## config.mk

```make
export PLATFORM = sky130hd
export DESIGN_NAME = hazard_ctrl
export DESIGN_NICKNAME = d
export VERILOG_FILES = /design/src/rtl/pipeline_pkg.sv /design/src/rtl/hz_shadow_pipe.sv /design/src/rtl/hazard_ctrl.sv
export SDC_FILE = /design/constraint.sdc
export NUM_CORES = 1
export LEC_CHECK = 0
export ABC_AREA = 1
export CAP_MARGIN = 10
export CORE_ASPECT_RATIO = 2
export CORE_MARGIN = 1.5
export CORE_UTILIZATION = 30
export CTS_CLUSTER_DIAMETER = 30
export DETAILED_ROUTE_END_ITERATION = 7
export GPL_ROUTABILITY_DRIVEN = 0
export PLACE_DENSITY_LB_ADDON = 0.08
export SETUP_SLACK_MARGIN = 0.3
export SLEW_MARGIN = 20
export SYNTH_ARGS = -nofsm -noshare
export SYNTH_HDL_FRONTEND = slang
export SYNTH_SLANG_ARGS = --single-unit
```

## constraint.sdc

```tcl
create_clock -name CLK -period 2.7 [get_ports CLK]
set_input_delay 0.54 -clock CLK [delete_from_list [all_inputs] [get_ports CLK]]
set_output_delay 0.54 -clock CLK [all_outputs]
set_load 0.1 [all_outputs]
```

## src/rtl/pipeline_pkg.sv

```systemverilog
// Shared types for the RV32I hazard controller: forwarding selects, the
// memory-wait FSM states and the shadow-pipeline slot record.
package pipeline_pkg;

    typedef enum logic [1:0] {
        FWD_RF  = 2'b00,
        FWD_MEM = 2'b01,
        FWD_WB  = 2'b10
    } fwd_sel_t;

    typedef enum logic {
        RUN      = 1'b0,
        MEM_WAIT = 1'b1
    } hz_state_t;

    typedef struct packed {
        logic [4:0] rd;
        logic [4:0] rs1;
        logic [4:0] rs2;
        logic       use_rs1;
        logic       use_rs2;
        logic       reg_write;
        logic       load;
        logic       mem_op;
    } hz_slot_t;

    localparam logic [4:0] X0          = 5'd0;
    localparam hz_slot_t   SLOT_BUBBLE = '0;

    // A load sitting in MEM has no data yet, so only WB may supply it.
    function automatic fwd_sel_t fwd_select(input logic       use_src,
                                            input logic [4:0] src,
                                            input hz_slot_t   mem,
                                            input hz_slot_t   wb);
        fwd_sel_t sel;
        sel = FWD_RF;
        if (use_src && src != X0) begin
            if (mem.reg_write && !mem.load && mem.rd == src) begin
                sel = FWD_MEM;
            end else if (wb.reg_write && wb.rd == src) begin
                sel = FWD_WB;
            end
        end
        return sel;
    endfunction

endpackage

```

## src/rtl/hz_shadow_pipe.sv

```systemverilog
// Three-slot shadow of the EX/MEM/WB register metadata; advances on
// i_advance, inserting a bubble into EX when i_bubble is set.
module hz_shadow_pipe
    import pipeline_pkg::*;
(
    input  logic     i_clk,
    input  logic     i_rst_n,
    input  logic     i_advance,
    input  logic     i_bubble,
    input  hz_slot_t i_id_slot,
    output hz_slot_t o_ex,
    output hz_slot_t o_mem,
    output hz_slot_t o_wb
);

    hz_slot_t r_ex;
    hz_slot_t r_mem;
    hz_slot_t r_wb;

    always_ff @(posedge i_clk or negedge i_rst_n) begin
        if (!i_rst_n) begin
            r_ex  <= SLOT_BUBBLE;
            r_mem <= SLOT_BUBBLE;
            r_wb  <= SLOT_BUBBLE;
        end else if (i_advance) begin
            r_ex  <= i_bubble ? SLOT_BUBBLE : i_id_slot;
            r_mem <= r_ex;
            r_wb  <= r_mem;
        end
    end

    assign o_ex  = r_ex;
    assign o_mem = r_mem;
    assign o_wb  = r_wb;

endmodule

```

## src/rtl/hazard_ctrl.sv

```systemverilog
// Pipeline hazard controller: freeze / branch flush / load-use stall priority,
// EX operand forwarding and saturating stall/flush counters.
//   state    | meaning
//   RUN      | pipeline flowing (may still stall for load-use)
//   MEM_WAIT | MEM-stage access outstanding, whole pipeline frozen
module hazard_ctrl
    import pipeline_pkg::*;
#(
    parameter int CNT_W = 16
)
(
    input  logic             CLK,
    input  logic             RST_N,
    input  logic             ID_VALID,
    input  logic [4:0]       ID_RS1,
    input  logic [4:0]       ID_RS2,
    input  logic             ID_USES_RS1,
    input  logic             ID_USES_RS2,
    input  logic [4:0]       ID_RD,
    input  logic             ID_REG_WRITE,
    input  logic             ID_MEM_WRITE,
    input  logic             ID_MEM_READ2,
    input  logic             EX_BR_TAKEN,
    input  logic             DMEM_READY,
    output logic             PC_EN,
    output logic             IF_ID_EN,
    output logic             ID_EX_EN,
    output logic             EX_MEM_EN,
    output logic             MEM_WB_EN,
    output logic             IF_ID_FLUSH,
    output logic             ID_EX_FLUSH,
    output logic [1:0]       FWD_A,
    output logic [1:0]       FWD_B,
    output logic [CNT_W-1:0] STALL_CNT,
    output logic [CNT_W-1:0] FLUSH_CNT
);

    localparam logic [CNT_W-1:0] CNT_ONE = {{(CNT_W-1){1'b0}}, 1'b1};

    hz_slot_t         w_id_slot;
    hz_slot_t         w_ex;
    hz_slot_t         w_mem;
    hz_slot_t         w_wb;
    hz_state_t        r_state;
    logic [CNT_W-1:0] r_stall_cnt;
    logic [CNT_W-1:0] r_flush_cnt;
    logic             w_freeze;
    logic             w_branch;
    logic             w_ld_hit;
    logic             w_load_use;
    logic             w_front_en;
    logic             w_ex_flush;
    logic             w_unused_bits;

    assign w_id_slot = '{rd:        ID_RD,
                         rs1:       ID_RS1,
                         rs2:       ID_RS2,
                         use_rs1:   ID_USES_RS1,
                         use_rs2:   ID_USES_RS2,
                         reg_write: ID_REG_WRITE,
                         load:      ID_MEM_READ2,
                         mem_op:    ID_MEM_READ2 | ID_MEM_WRITE};

    hz_shadow_pipe u_shadow (
        .i_clk     (CLK),
        .i_rst_n   (RST_N),
        .i_advance (~w_freeze),
        .i_bubble  (w_ex_flush | ~ID_VALID),
        .i_id_slot (w_id_slot),
        .o_ex      (w_ex),
        .o_mem     (w_mem),
        .o_wb      (w_wb)
    );

    // Freeze masks a taken branch; a taken branch squashes ID so load-use is moot.
    assign w_freeze   = w_mem.mem_op & ~DMEM_READY;
    assign w_branch   = EX_BR_TAKEN & ~w_freeze;
    assign w_ld_hit   = w_ex.load && (w_ex.rd != X0) && ID_VALID &&
                        ((ID_USES_RS1 && ID_RS1 == w_ex.rd) ||
                         (ID_USES_RS2 && ID_RS2 == w_ex.rd));
    assign w_load_use = w_ld_hit & ~w_freeze & ~EX_BR_TAKEN;
    assign w_front_en = ~w_freeze & ~w_load_use;
    assign w_ex_flush = w_branch | w_load_use;

    assign PC_EN       = w_front_en;
    assign IF_ID_EN    = w_front_en;
    assign ID_EX_EN    = ~w_freeze;
    assign EX_MEM_EN   = ~w_freeze;
    assign MEM_WB_EN   = ~w_freeze;
    assign IF_ID_FLUSH = w_branch;
    assign ID_EX_FLUSH = w_ex_flush;

    assign FWD_A = fwd_select(w_ex.use_rs1, w_ex.rs1, w_mem, w_wb);
    assign FWD_B = fwd_select(w_ex.use_rs2, w_ex.rs2, w_mem, w_wb);

    always_ff @(posedge CLK or negedge RST_N) begin
        if (!RST_N) begin
            r_state     <= RUN;
            r_stall_cnt <= '0;
            r_flush_cnt <= '0;
        end else begin
            case (r_state)
                RUN:      if (w_freeze)  r_state <= MEM_WAIT;
                MEM_WAIT: if (DMEM_READY) r_state <= RUN;
                default:  r_state <= RUN;
            endcase
            if ((w_freeze || w_load_use) && r_stall_cnt != '1) begin
                r_stall_cnt <= r_stall_cnt + CNT_ONE;
            end
            if (w_branch && r_flush_cnt != '1) begin
                r_flush_cnt <= r_flush_cnt + CNT_ONE;
            end
        end
    end

    assign STALL_CNT = r_stall_cnt;
    assign FLUSH_CNT = r_flush_cnt;

    // Several slot fields only matter in particular stages.
    assign w_unused_bits = ^{w_ex, w_mem, w_wb, r_state};

endmodule

```

After elaboration in Yosys (flattened, before gate mapping)
Index checks and enable logic that the tools add are counted.
- register bits after elaboration: 66
- bits in latches: 0
- RAM bits: 0
- memory bits (read-only): 0
- bits of input ports: 25
- output and inout port bits: 43
- memories: 0
- $add $sub $neg: 2
- multipliers: 0
- div/mod/pow operators: 0
- order comparisons: 0
- eq/ne operators: 8
- shift operators: 0
- mux-type cells: 7
- bitwise operators: 13
- reduce and logical (&&, ||, !) cells: 20
- operator list (cell ; count):
    16-bit by 1-bit adder with 16-bit output (second input constant) ; 2
    16-bit inequality test (second input constant) ; 2
    5-bit == test ; 6
    20-bit 2-to-1 mux ; 1
    5-bit nonzero test ; 3
    1-bit logical AND ; 14
    2-bit 2-to-1 mux ; 6
    1-bit bitwise AND ; 5
    1-bit NOT ; 5
    1-bit OR ; 3
    1-bit logical OR ; 2
    1-bit logical NOT ; 1

Longest topological paths before layout
- depth in word-level cells: 9
- gate-level depth with buffers: 12
- mapped depth without buffers: 11

Hierarchy
A second synthesis with hierarchy kept.
- cell total of the unflattened synthesis: 639
- area, all modules: 4962.3 um2
- modules (own cells, without submodules) (module ; times used ; cells each ; area an instance (um2) ; seq. area each (um2)):
    hazard_ctrl ; 1 ; 382 ; 2546.2 ; 800.8
    hz_shadow_pipe ; 1 ; 257 ; 2416.1 ; 1501.4

Least setup slack after synthesis
No wires, ideal clock.
- path type: input-to-output
- from: in DMEM_READY
- to: out ID_EX_FLUSH
- data arrival time: 3.061 ns
- path slack: -0.901 ns
- stages on the path: 5
- buffers on the path: 1
- cells stage by stage: nor2_4 -> nor2_1 -> inv_1 -> clkbuf_1 -> nand2_1
- elaborated cells between the ends (all ways): 7
- those cells by class: 7 x bitwise
- RTL lines (element ; RTL line ; source):
    start, declared ; hazard_ctrl.sv:24 ; input logic DMEM_READY,
    1-bit NOT ; hazard_ctrl.sv:76 ; assign w_freeze = w_mem.mem_op & ~DMEM_READY;
    1-bit bitwise AND ; hazard_ctrl.sv:76 ;
    1-bit NOT ; hazard_ctrl.sv:77 ; assign w_branch = EX_BR_TAKEN & ~w_freeze;
    1-bit bitwise AND ; hazard_ctrl.sv:77 ;
    named net IF_ID_FLUSH ; hazard_ctrl.sv:30 ; output logic IF_ID_FLUSH,
    1-bit OR ; hazard_ctrl.sv:83 ; assign w_ex_flush = w_branch | w_load_use;
    end, declared ; hazard_ctrl.sv:31 ; output logic ID_EX_FLUSH,
The timed path passes the listed nets, and every way through them passes these cells.

Final worst setup path
- from: in EX_BR_TAKEN
- to: out ID_EX_FLUSH
- longest elaborated chain between the ends: 3
- elaborated cells between the ends (all ways): 4
- those cells by class: 4 x bitwise
- RTL lines (element ; RTL line ; source):
    start, declared ; hazard_ctrl.sv:23 ; input logic EX_BR_TAKEN,
    1-bit NOT ; hazard_ctrl.sv:81 ; assign w_load_use = w_ld_hit & ~w_freeze & ~EX_BR_TAKEN;
    1-bit bitwise AND ; hazard_ctrl.sv:81 ;
    1-bit OR * ; hazard_ctrl.sv:83 ;
Every way passes the cells marked *; elsewhere a longest branch is shown, timed or not.

==> report_table.html <==
<table>
<tr><th>Metric</th><th>Value</th></tr>
<tr><th colspan="2">Outcome</th></tr>
<tr><td>Run status</td><td>finished clean</td></tr>
<tr><th colspan="2">Timing</th></tr>
<tr><td>Min cycle time layout</td><td>2.341 ns</td></tr>
<tr><td>Maximum frequency from static timing analysis</td><td>427.1 MHz</td></tr>
<tr><td>Fin Clk Skew</td><td>0.006914 ns</td></tr>
<tr><td>Sum of negative setup slack</td><td>0 ns</td></tr>
<tr><td>Count of endpoints failing setup in the final report</td><td>0</td></tr>
<tr><td>Worst slew margin</td><td>0.6007</td></tr>
<tr><td>Unrepaired setup endpoints after global routing</td><td>false</td></tr>
<tr><td>Final critical-path share of the clock period</td><td>0.8671</td></tr>
<tr><td>Final Hold Fails</td><td>0</td></tr>
<tr><td>Pins over their slew limit</td><td>0</td></tr>
<tr><td>Slew @ Worst Pin</td><td>0.5989 ns</td></tr>
<tr><th colspan="2">Final layout</th></tr>
<tr><td>Number of inserted diodes</td><td>0</td></tr>
<tr><td>Final #Nets</td><td>623</td></tr>
<tr><td>Synth-to-Final Area Change</td><td>32.08%</td></tr>
<tr><td>Post-Layout Cell Count</td><td>751</td></tr>
<tr><td># fillers</td><td>1,359</td></tr>
<tr><td>Layout cell share with drive strength beyond 1</td><td>0.1997</td></tr>
<tr><th colspan="2">Pwr</th></tr>
<tr><td>Max VDD drop</td><td>0.6924 mV</td></tr>
<tr><td>Final Total Pwr</td><td>3862 uW</td></tr>
<tr><td>Leakage Power</td><td>0.002641 uW</td></tr>
<tr><td>Power Dens Cells</td><td>749.7 mW/mm^2</td></tr>
<tr><th colspan="2">Job</th></tr>
<tr><td>Max Cap Viol</td><td>0</td></tr>
<tr><th colspan="2">Die</th></tr>
<tr><td># IOs</td><td>68</td></tr>
<tr><td>Chip width</td><td>83.62 um</td></tr>
<tr><td>Starting Density</td><td>0.3089</td></tr>
<tr><td>DIE AREA</td><td>0.01373 mm^2</td></tr>
<tr><td>Num rows</td><td>58</td></tr>
<tr><td>Area of the core region</td><td>0.01263 mm^2</td></tr>
<tr><td>Die H</td><td>164.2 um</td></tr>
<tr><th colspan="2">Min path</th></tr>
<tr><td>Type of the tightest min-delay check</td><td>in -&gt; async</td></tr>
<tr><th colspan="2">Critical path</th></tr>
<tr><td>Signal arrival time at the worst endpoint</td><td>1.80 ns</td></tr>
<tr><td>Worst-path fanout max</td><td>3</td></tr>
<tr><td>Data required time of the critical path</td><td>2.16 ns</td></tr>
<tr><td>Type of the worst setup path</td><td>in -&gt; out</td></tr>
<tr><td>Kind of start point of the critical path</td><td>input pin</td></tr>
<tr><td>Critical Path Max Stage Delay</td><td>0.47 ns</td></tr>
<tr><td>Worst path cell trace</td><td>clkdlybuf4s50_1, inv_2, buf_4, nor2_4, inv_1, nand2_2, buf_12</td></tr>
<tr><td>Cell with the biggest individual delay on the critical path</td><td>clkdlybuf4s50_1</td></tr>
<tr><td>Setup crit end kind</td><td>primary output</td></tr>
<tr><th colspan="2">Yosys</th></tr>
<tr><td>Synth Cell Area</td><td>0.003900 mm^2</td></tr>
<tr><td>Main area contributors after synthesis</td><td>dfrtp_1, nand2_1, inv_1</td></tr>
<tr><td>Post-synthesis instance total</td><td>524</td></tr>
<tr><td>Top cells by instance count after synthesis</td><td>nand2_1, dfrtp_1, inv_1, nor2_1, nand3_1</td></tr>
<tr><td>Fraction of registers with async set or reset after synthesis</td><td>1.000</td></tr>
<tr><td>Count of flip-flops with a built-in enable after synthesis</td><td>0</td></tr>
<tr><td>Post-synth net total</td><td>551</td></tr>
<tr><td>Most frequently used cell type in the post-synthesis netlist</td><td>nand2_1</td></tr>
<tr><td>Number of storage elements in the synthesis netlist</td><td>66</td></tr>
<tr><td>Ys Warns</td><td>0</td></tr>
<tr><td>Syn Area/Cell</td><td>7.443 um^2</td></tr>
<tr><td>Largest area contributor in the synthesized netlist</td><td>dfrtp_1</td></tr>
<tr><td>Synth Flop Type</td><td>dfrtp_1</td></tr>
<tr><td>Proportion of netlist area held by the largest area contributor</td><td>0.4235</td></tr>
<tr><td>Post-synthesis sequential area ratio</td><td>0.4235</td></tr>
<tr><td>Count of unique library cells instantiated by Yosys</td><td>36</td></tr>
<tr><th colspan="2">Drt</th></tr>
<tr><td>Via count</td><td>3,608</td></tr>
<tr><td>Wire length per cell</td><td>15.33 um</td></tr>
<tr><td>Drt drc</td><td>0</td></tr>
<tr><td>Routed via count divided by cell count</td><td>4.804</td></tr>
<tr><td>Iter 0 DRT Violations</td><td>117</td></tr>
<tr><td>Routed WL</td><td>11.51 mm</td></tr>
<tr><td>Antenna viol nets, final</td><td>0</td></tr>
<tr><td>Number of detailed-routing iterations run before antenna repair</td><td>4</td></tr>
<tr><th colspan="2">GRT</th></tr>
<tr><td>Remaining Overflow, GRT</td><td>0</td></tr>
<tr><td>Number of global-route vias before repair</td><td>3,776</td></tr>
<tr><td>All-Layer GR Usage</td><td>0.1768</td></tr>
<tr><td>First-pass GRT wire length</td><td>18.73 mm</td></tr>
<tr><td>Initial antenna violation count</td><td>0</td></tr>
<tr><td>Largest net degree at the start of global routing</td><td>62</td></tr>
<tr><th colspan="2">Placed design</th></tr>
<tr><td>IO buf count</td><td>67</td></tr>
<tr><td>Post-DP HPWL</td><td>8.958 mm</td></tr>
<tr><td>Post-Place Cells</td><td>733</td></tr>
<tr><th colspan="2">Clock tree</th></tr>
<tr><td>Clock tree root driver cell</td><td>clkbuf_16</td></tr>
<tr><td>Worst-Skew Late Latency</td><td>0.33 ns</td></tr>
<tr><td>Max Buffers Root-to-Sink</td><td>2</td></tr>
<tr><td>TritonCTS sink count</td><td>66</td></tr>
<tr><td>Clock transition at the registers of the reported paths</td><td>0.06 ns</td></tr>
<tr><td>H-tree Lvls</td><td>3</td></tr>
<tr><td>Number of buffers added to fix hold violations after cts</td><td>0</td></tr>
<tr><td>Number of buffers inserted during clock tree synthesis</td><td>9</td></tr>
<tr><td>TritonCTS clock tree</td><td>done</td></tr>
</table>
[cell usage in the layout (no fill, tap or decap), types with 2 or more instances in the layout]
master	Yosys	routed
nand2_1	162	159
dfrtp_1	66	63
inv_1	60	56
nor2_1	53	48
buf_4	3	43
nand3_1	35	35
nand4_1	26	26
xor2_1	21	21
xnor2_1	16	16
nand2_2	12	14
o21ai_0	11	11
buf_12	1	11
dlygate4sd2_1	0	10
clkdlybuf4s50_1	0	10
clkbuf_16	0	9
nor3_1	11	7
inv_2	3	6
nor2_2	1	5
nor3_2	2	4
a21oi_1	4	4
clkinvlp_4	0	4
nor2_4	2	3
nand2_4	2	3
nor3_4	1	3
dfrtp_2	0	3
o2111ai_1	2	2
or2_2	2	2
or2_0	2	2
o21ai_1	2	2
ha_1	2	2
clkbuf_8	0	2
[repair_timing]
action                     4_1_cts  5_1_grt
resized for setup               21       10
setup endpoints to repair        3        4
setup buffers                    0        2
hold endpoints to repair         0        0
pin swaps                        8        6
[registers in the layout (all words and copies together) (netlist names)]
register,flops
u_shadow.o_ex,20
FLUSH_CNT,16
STALL_CNT,16
u_shadow.o_mem,8
u_shadow.o_wb,6
[path summary, 6_finish.rpt]
check                                  from                 to  slack (ns)  depth (start not counted)
setup / recovery                EX_BR_TAKEN        ID_EX_FLUSH        0.36                          7
hold / removal                        RST_N       STALL_CNT[3]        0.14                          1
setup reg to reg               STALL_CNT[0]       STALL_CNT[2]        0.71                          7
hold reg to reg            u_shadow.o_ex[0]  u_shadow.o_mem[0]        0.47                          1
max in group asynchronous             RST_N  u_shadow.o_ex[16]        1.93                          2
min in group CLK           u_shadow.o_ex[0]  u_shadow.o_mem[0]        0.47                          1
[through the flow]
step / util / setup WS, ns / instance area, um^2 / hold WS, ns
2_1_floorplan: - / 0.05010 / 3963 / 0.2444
3_3_place_gp: 0.3803 / -0.003785 / 4802 / 0.4554
3_5_place_dp: 0.3803 / -0.01249 / 4802 / 0.4661
4_1_cts: 0.4061 / 0.3027 / 5127 / 0.1509
5_1_grt: 0.4079 / 0.3036 / 5151 / 0.1585
6_report: 0.4079 / 0.3588 / 5151 / 0.1369
[worst max-delay path: cells and delay by family]
kind | cells | cell delay [ns]
AND/OR/NAND/NOR | 2 | 0.29
buffers and inverters | 5 | 0.96
[power breakdown]
group / switching (uW) / total [uW] / internal (uW)
clock network: 463 / 1230 / 768
registers: 169 / 1290 / 1120
logic: 998 / 1350 / 348
total: 1630 / 3860 / 2230
[cell type report]
type	count	area (um^2)	area share
multi-input combinational	376	1968	0.3821
tap	150	187.7	0.03643
clock buffer	11	252.7	0.04906
inverter	64	251.5	0.04882
timing repair buffer	79	774.5	0.1504
clock inverter	5	61.31	0.01190
sequential	66	1655	0.3214
[kinds of logic after synthesis]
group,Yosys count,share of synthesized area
fa+ha+maj,2,0.006415
buf+inv,82,0.08791
compound gates,21,0.02984
xor+xnor,37,0.08309
simple gates,316,0.3693
flops,66,0.4235
[layer usage]
layer,global-route usage,wire [um],vias up
met2,0.3504,6631,93
met5,0,0,-
li1,-,-,1791
met4,0.1140,562,0
met3,0.02864,381,26
met1,0.1617,3937,1698
(Power assumes the default switching activity.)
